**src/rtl/cube_root_seq.sv**
```systemverilog
// rtl/cube_root_seq.sv - sequential bit-serial integer cube root with start/done handshake
//
// Computes root = floor(cbrt(data_in)) and remainder = data_in - root^3.
// One root bit is resolved per SQ/CUBE state pair. A single multiplier is
// shared: SQ forms cand*cand and CUBE forms sq*cand.
//
// Ports:
//   clk        rising-edge clock
//   rst_n      asynchronous active-low reset
//   start      request, sampled only in IDLE or DONE
//   data_in    unsigned operand (IN_W bits), captured on the accepting edge
//   busy       high while in SQ or CUBE
//   done       one-cycle pulse, high while in DONE
//   root       floor cube root (ROOT_W bits), updated on DONE entry only
//   remainder  data_in - root^3 (IN_W bits), updated on DONE entry only
//   exact      (only with CUBE_ROOT_EXACT_EN defined) remainder was zero
//
// Optional feature macro: CUBE_ROOT_EXACT_EN

module cube_root_seq #(
   parameter int IN_W = 12
) (
   input  logic                        clk,
   input  logic                        rst_n,
   input  logic                        start,
   input  logic [IN_W-1:0]             data_in,
   output logic                        busy,
   output logic                        done,
   output logic [((IN_W+2)/3)-1:0]     root,
`ifdef CUBE_ROOT_EXACT_EN
   output logic [IN_W-1:0]             remainder,
   output logic                        exact
`else
   output logic [IN_W-1:0]             remainder
`endif
);

   localparam int ROOT_W = (IN_W + 2) / 3;
   localparam int SQ_W   = 2 * ROOT_W;
   localparam int CUBE_W = 3 * ROOT_W;
   localparam int IDX_W  = (ROOT_W > 1) ? $clog2(ROOT_W) : 1;

   typedef enum logic [1:0] {
      IDLE = 2'd0,
      SQ   = 2'd1,
      CUBE = 2'd2,
      DONE = 2'd3
   } state_t;

   state_t state, next_state;

   logic [IN_W-1:0]   x;
   logic [ROOT_W-1:0] acc;
   logic [CUBE_W-1:0] best_cube;
   logic [IDX_W-1:0]  idx;
   logic [SQ_W-1:0]   sq;

   logic [ROOT_W-1:0] cand;
   logic [CUBE_W-1:0] mul_a;
   logic [CUBE_W-1:0] prod;
   logic [CUBE_W-1:0] x_ext;
   logic              fit;
   logic [ROOT_W-1:0] new_acc;
   logic [CUBE_W-1:0] new_best;
   logic [CUBE_W-1:0] diff;
   logic              accept;

   assign accept = ((state == IDLE) || (state == DONE)) && start;

   // Candidate keeps all already-accepted bits and trials the current one.
   assign cand  = acc | (ROOT_W'(1) << idx);
   assign x_ext = CUBE_W'(x);

   // Shared multiplier: SQ squares the candidate, CUBE multiplies the
   // stored square by the candidate. The product always fits in CUBE_W.
   assign mul_a = (state == SQ) ? CUBE_W'(cand) : CUBE_W'(sq);
   assign prod  = mul_a * CUBE_W'(cand);

   assign fit      = (prod <= x_ext);
   assign new_acc  = fit ? cand : acc;
   assign new_best = fit ? prod : best_cube;
   assign diff     = x_ext - new_best;

   assign busy = (state == SQ) || (state == CUBE);

   always_ff @(posedge clk or negedge rst_n) begin
      if (!rst_n) state <= IDLE;
      else        state <= next_state;
   end

   always_comb begin
      next_state = state;
      case (state)
         IDLE: if (start) next_state = SQ;
         SQ:   next_state = CUBE;
         CUBE: next_state = (idx == '0) ? DONE : SQ;
         DONE: next_state = start ? SQ : IDLE;
         default: next_state = IDLE;
      endcase
   end

   always_ff @(posedge clk or negedge rst_n) begin
      if (!rst_n) begin
         x         <= '0;
         acc       <= '0;
         best_cube <= '0;
         idx       <= '0;
         sq        <= '0;
         root      <= '0;
         remainder <= '0;
         done      <= 1'b0;
`ifdef CUBE_ROOT_EXACT_EN
         exact     <= 1'b0;
`endif
      end else begin
         done <= (next_state == DONE);
         if (accept) begin
            x         <= data_in;
            acc       <= '0;
            best_cube <= '0;
            idx       <= IDX_W'(ROOT_W - 1);
         end else if (state == SQ) begin
            sq <= prod[SQ_W-1:0];
         end else if (state == CUBE) begin
            acc       <= new_acc;
            best_cube <= new_best;
            if (idx != '0) begin
               idx <= idx - 1'b1;
            end else begin
               // Last bit resolved: publish the result as DONE is entered.
               root      <= new_acc;
               remainder <= diff[IN_W-1:0];
`ifdef CUBE_ROOT_EXACT_EN
               exact     <= (diff == '0);
`endif
            end
         end
      end
   end

endmodule

```
**config.mk**
```make
export PLATFORM = sky130hd
export DESIGN_NAME = cube_root_seq
export DESIGN_NICKNAME = d
export VERILOG_FILES = /design/src/rtl/cube_root_seq.sv
export SDC_FILE = /design/constraint.sdc
export NUM_CORES = 1
export LEC_CHECK = 0
export CAP_MARGIN = 10
export CORE_UTILIZATION = 47
export DETAILED_ROUTE_END_ITERATION = 12
export PLACE_DENSITY = 0.66
export RECOVER_POWER = 100
export REMOVE_ABC_BUFFERS = 1
export SLEW_MARGIN = 20
export SYNTH_ARGS = -nofsm -noshare
export SYNTH_HDL_FRONTEND = slang
export SYNTH_SLANG_ARGS = --single-unit
```
**constraint.sdc**
```tcl
create_clock -name clk -period 10.7 [get_ports clk]
set_input_delay 1.07 -clock clk [delete_from_list [all_inputs] [get_ports clk]]
set_output_delay 1.07 -clock clk [all_outputs]
set_load 0.01 [all_outputs]
```
==> impl_metrics.tcl, run 1 <==
set metrics [dict create \
    status "complete, but fails checks" \
    violations "max-capacitance violations, max-slew violations" \
    place.gp.congestion 0.888 \
    final_common_cell "nand2_1" \
    gr-total-overflow 0 \
    grt_antenna_before_repair 0 \
    holdBufCountCts 0 \
    grt_usage 0.232 \
    rsz0062_at_grt "false" \
    cts.path.max_buffers 2 \
    cts.sinks 57 \
    setup_slack_ns 1.88 \
    wirelength_um 10600 \
    synth-edff-count 0 \
    hold_violations 0 \
    ios 33 \
    fin_crit_sh 0.825 \
    yosysUniqueCellTypes 62 \
    register_area_um2 1430 \
    firstDrtPassIters 5 \
    grt_max_degree 58 \
    synth_top_family_by_area "compound AO/OA/AOI/OAI gates" \
    nets 613 \
    drv_slew 99 \
    avgSynthCellArea_um2 8.69 \
    drive_gt1_frac 0.0656 \
    max_stage_delay_ns 1.16 \
    crit_type "reg -> reg" \
    synth-simple-area-share 0.174 \
    clk_latency_ns 0.34 \
    place_ws_ns 2.44 \
    die_area_um2 9930 \
    place_inst 662 \
    start_util 0.485 \
    seq_area_frac_synth 0.318 \
    fp.dieW_um 99.7 \
    vias 3750 \
    fin_crit_ns 8.82 \
    cts_tree "yes" \
    synth_mux_area_frac 0.0394 \
    diodes 0 \
    drt_iter0_drc 185 \
    synthArstFlopShare 1.00 \
    avgViaCountPerCell 5.53 \
    crit_path_end "remainder[11]$_DFFE_PN0P_" \
    cp.depth 32 \
    worst_pin_slew_ns 3.22 \
    place_hpwl_um 8040 \
    worstSetupStartpoint "idx[0]$_DFFE_PN0P_" \
    nFillCells 854 \
    yosysWarnings 0 \
    grt_pass1_wl_um 18100 \
    rr_endpoint "remainder[11]$_DFFE_PN0P_" \
    start_kind "flop" \
    regToRegSetupSlack_ns 1.88 \
    fmax_mhz 113 \
    yosys_register_bits 57 \
    ant_nets 0 \
    coreArea_um2 9240 \
    syn_area_um2 4480 \
    synth_compound_area_frac 0.196 \
    fin_setup_tns_ns 0 \
    area_delta_synth_final_pct 13.1 \
    multiInputGateArea_um2 2800 \
    rr_startpoint "idx[0]$_DFFE_PN0P_" \
    whs_path_depth 2 \
    most-common-layout-cells "58 x nand2_1, 57 x dfrtp_1, 48 x nor2_1, 45 x o21ai_0, 42 x inv_1" \
    required_ns 10.93 \
    wl_per_cell_um 15.6 \
    arrival_ns 9.05 \
    fin_worst_skew_ns 0.0113 \
    dieHeight_um 99.7 \
    synthXorXnorAreaFrac 0.0391 \
    hold_path.class "reg -> reg" \
    cts_made_buffers 9 \
    cts_setup_buffers 0 \
    io_buffers 32 \
    final_cells 678 \
    ff2ff_path_depth 32 \
    relSlewSlack -1.15 \
    cp_top_family "compound AO/OA/AOI/OAI gates" \
    max-cap-violations 2 \
    htree_levels 3 \
    crit_fanout 12 \
    crit_path_end_kind "flop" \
    root_buffer "clkbuf_8" \
    path_buf_inv 4 \
    post_cts_resized 0 \
    yosys.area_share.adder 0.182 \
    ys.flop_type "dfrtp_1" \
    grt_pass1_vias 3661 \
    path_clk_slew_ns 0.07 \
    finalSetupViolCount 0 \
    netlist_instances 516 \
    slowest_stage "o31ai_1" \
    drc 0 \
    rows 35 \
]
[layer usage]
| layer | part of all wire | track usage |
|---|---|---|
| met1 | 0.48 | 0.315 |
| met2 | 0.46 | 0.364 |
| met3 | 0.048 | 0.0520 |
| met4 | 0.018 | 0.0792 |
| met5 | 0 | 0 |
[sequential cells by signal, summed over array words and instances, names as in the netlist]
name	flops
idx	2
remainder	12
sq	8
root	4
state	2
done	1
best_cube	12
acc	4
x	12
[worst min path at each step]
stage | from | end | slack, ns
2_1_floorplan | sq[4]$_DFFE_PN0P_ | sq[4]$_DFFE_PN0P_ | 0.44
3_3_place_gp | sq[4]$_DFFE_PN0P_ | sq[4]$_DFFE_PN0P_ | 0.46
3_5_place_dp | root[3]$_DFFE_PN0P_ | root[3]$_DFFE_PN0P_ | 0.47
4_1_cts | root[3]$_DFFE_PN0P_ | root[3]$_DFFE_PN0P_ | 0.49
5_1_grt | root[3]$_DFFE_PN0P_ | root[3]$_DFFE_PN0P_ | 0.50
6_report | remainder[10]$_DFFE_PN0P_ | remainder[10]$_DFFE_PN0P_ | 0.47
[stage by stage]
step / utilization / cell area [um^2] / hold WS [ns]
floorplan: - / 4410 / 0.442
global placement: 0.532 / 4920 / 0.458
detailed placement: 0.532 / 4920 / 0.470
CTS: 0.554 / 5120 / 0.485
global route: 0.549 / 5070 / 0.499
finish: 0.549 / 5070 / 0.471
[Yosys cell counts (9+ instances only)]
cell type / instances / area share
o21ai_0: 44 / 0.049
fa_1: 13 / 0.058
ha_1: 41 / 0.11
nor2b_1: 11 / 0.015
xnor2_1: 14 / 0.027
clkbuf_1: 18 / 0.015
a211oi_1: 9 / 0.015
nor2_1: 48 / 0.040
mux2i_1: 12 / 0.027
nand2_1: 58 / 0.049
dfrtp_1: 57 / 0.32
a21oi_1: 31 / 0.035
nand3_1: 10 / 0.011
inv_1: 42 / 0.035
[tightest hold or removal path, stage by stage, from the launching register on]
cell and delay, ns:
dfrtp_1 0.34, nand2_1 0.04, o21ai_0 0.05
[final cells by class]
| type | count | area share |
|---|---|---|
| Sequential cell | 57 | 0.281 |
| Timing Repair Buffer | 36 | 0.0659 |
| Inverter | 42 | 0.0311 |
| Tap cell | 129 | 0.0318 |
| Clock buffer | 11 | 0.0279 |
| Multi-Input combinational cell | 398 | 0.551 |
| Clock inverter | 5 | 0.0109 |
[cell families after synthesis]
group | Yosys count
mux | 17
flops | 57
simple gates | 168
compound gates | 135
xor+xnor | 20
buf+inv | 61
fa+ha+maj | 58
Power of run 1 is left out: the tool's default activity adds up to more than one toggle a clock period on the data nets, which glitch-free logic cannot reach.
==> inputs of run 2 (changes only) <==
Clock period 10.7 ns to 8.65 ns, I/O delays scaled along.
==> run 2 against run 1 <==
The flow still finishes with violations (max-capacitance violations, max-slew violations). Cell count up 0.59%. Global-route usage rose by 0.15 points. First-iteration DRC count is 5.9% higher. Critical path depth rose by 2. Routed wire length decreased by 0.14%. Flip-flop and latch count is the same.
==> impl_metrics.tcl, run 2 (synthesis results as in run 1) <==
set metrics [dict create \
    most-common-layout-cells "58 x nand2_1, 57 x dfrtp_1, 46 x o21ai_0, 46 x nor2_1, 42 x inv_1" \
    gr-total-overflow 0 \
    drt_iter0_drc 196 \
    grt_max_degree 58 \
    htree_levels 3 \
    die_area_um2 9930 \
    cts_made_buffers 9 \
    rr_startpoint "idx[1]$_DFFE_PN0P_" \
    rr_endpoint "remainder[8]$_DFFE_PN0P_" \
    ff2ff_path_depth 34 \
    root_buffer "clkbuf_8" \
    start_kind "flop" \
    place_inst 665 \
    relSlewSlack -1.11 \
    ios 33 \
    finalSetupViolCount 0 \
    regToRegSetupSlack_ns 0.62 \
    required_ns 8.88 \
    place.gp.congestion 0.887 \
    fin_crit_sh 0.929 \
    path_buf_inv 4 \
    hold_path.class "reg -> reg" \
    nets 618 \
    rsz0062_at_grt "false" \
    vias 3745 \
    slowest_stage "fa_1" \
    fin_setup_tns_ns 0 \
    crit_type "reg -> reg" \
    max-cap-violations 2 \
    whs_path_depth 2 \
    arrival_ns 8.26 \
    avgViaCountPerCell 5.49 \
    firstDrtPassIters 4 \
    fmax_mhz 125 \
    status "complete, but fails checks" \
    drc 0 \
    hold_violations 0 \
    crit_path_end_kind "flop" \
    grt_usage 0.233 \
    wl_per_cell_um 15.5 \
    ant_nets 0 \
    cts_tree "yes" \
    holdBufCountCts 0 \
    place_hpwl_um 7960 \
    crit_fanout 12 \
    path_clk_slew_ns 0.07 \
    final_common_cell "nand2_1" \
    area_delta_synth_final_pct 14.5 \
    cp_top_family "adder cells" \
    coreArea_um2 9240 \
    fp.dieW_um 99.7 \
    violations "max-capacitance violations, max-slew violations" \
    max_stage_delay_ns 0.56 \
    io_buffers 32 \
    hold_start "remainder[1]$_DFFE_PN0P_" \
    fin_crit_ns 8.03 \
    grt_antenna_before_repair 0 \
    grt_pass1_vias 3641 \
    reg.largest.list "best_cube x12, remainder x12, x x12" \
    cts.path.max_buffers 2 \
    drv_slew 99 \
    final_cells 682 \
    cts.sinks 57 \
    start_util 0.485 \
    diodes 0 \
    worst_pin_slew_ns 3.17 \
    drive_gt1_frac 0.0814 \
    nFillCells 873 \
    grt_pass1_wl_um 18100 \
    fin_util 0.556 \
    rows 35 \
    hold-worst-slack_ns 0.474 \
    hold_end "remainder[1]$_DFFE_PN0P_" \
    clk_latency_ns 0.34 \
    fin_worst_skew_ns 0.0138 \
    dieHeight_um 99.7 \
    wirelength_um 10600 \
]
-- run 2: cell types whose count changed in the layout (fill, tap and decap cells not counted), moves of 2 or more --
cell and change:
ha_2 +2, ha_1 -2, nor2_1 -2, buf_4 +2, clkbuf_1 +3, nor2_2 +2, clkinvlp_4 -2
-- run 2: area by class of cell --
cell class | count | area, um^2 | area share
inverter | 42 | 158 | 0.0307
tap | 129 | 161 | 0.0314
timing repair buffer | 41 | 360 | 0.0702
sequential | 57 | 1430 | 0.278
clock inverter | 3 | 40.0 | 0.00780
clock buffer | 12 | 155 | 0.0302
multi-input combinational | 398 | 2830 | 0.552
-- run 2: what timing repair did --
item                       CTS  global route
resized for setup            0             6
buffers inserted             0             2
setup endpoints to repair    0             8
-- run 2: tightest hold or removal path, cell delays in order, from the launching register on --
cell and delay, ns:
dfrtp_1 0.34, nand2_1 0.04, o21ai_0 0.06
-- run 2: metrics by stage --
stage | worst slack (ns) | cell area, um^2
floorplan | 1.18 | 4410
global placement | 0.655 | 4940
detailed placement | 0.355 | 4940
CTS | 0.314 | 5140
global route | 0.00819 | 5130
finish | 0.618 | 5130
-- run 2: how the worst max path moves through the flow --
stage          cells after the start          startpoint  slack, ns                         to
6_report                          34  idx[1]$_DFFE_PN0P_       0.62   remainder[8]$_DFFE_PN0P_
5_1_grt                           36  idx[1]$_DFFE_PN0P_      0.008   remainder[8]$_DFFE_PN0P_
2_1_floorplan                     34  idx[0]$_DFFE_PN0P_       1.18   remainder[8]$_DFFE_PN0P_
3_5_place_dp                      34  idx[0]$_DFFE_PN0P_       0.36   remainder[8]$_DFFE_PN0P_
3_3_place_gp                      33  idx[0]$_DFFE_PN0P_       0.65  remainder[11]$_DFFE_PN0P_
4_1_cts                           34  idx[1]$_DFFE_PN0P_       0.31   remainder[8]$_DFFE_PN0P_
-- run 2: routing by layer --
metal,up-vias,GRT usage,part of all wire
met2,78,0.375,0.45
met4,0,0.0577,0.017
met1,1783,0.321,0.49
li1,1867,-,-
met3,17,0.0499,0.039
met5,-,0,0
Power of run 2 is left out for the same reason.
==> inputs of run 3 (changes only) <==
==> constraint.sdc (replaced) <==
create_clock -name clk -period 8.65 [get_ports clk]
set_input_delay 2.1625 -clock clk [delete_from_list [all_inputs] [get_ports clk]]
set_output_delay 2.1625 -clock clk [all_outputs]
set_load 0.01 [all_outputs]
==> results of run 3 <==
Same layout as run 2 (identical final DEF). Status: complete, but fails checks: max-capacitance violations, max-slew violations.
Power of run 3 is left out for the same reason.
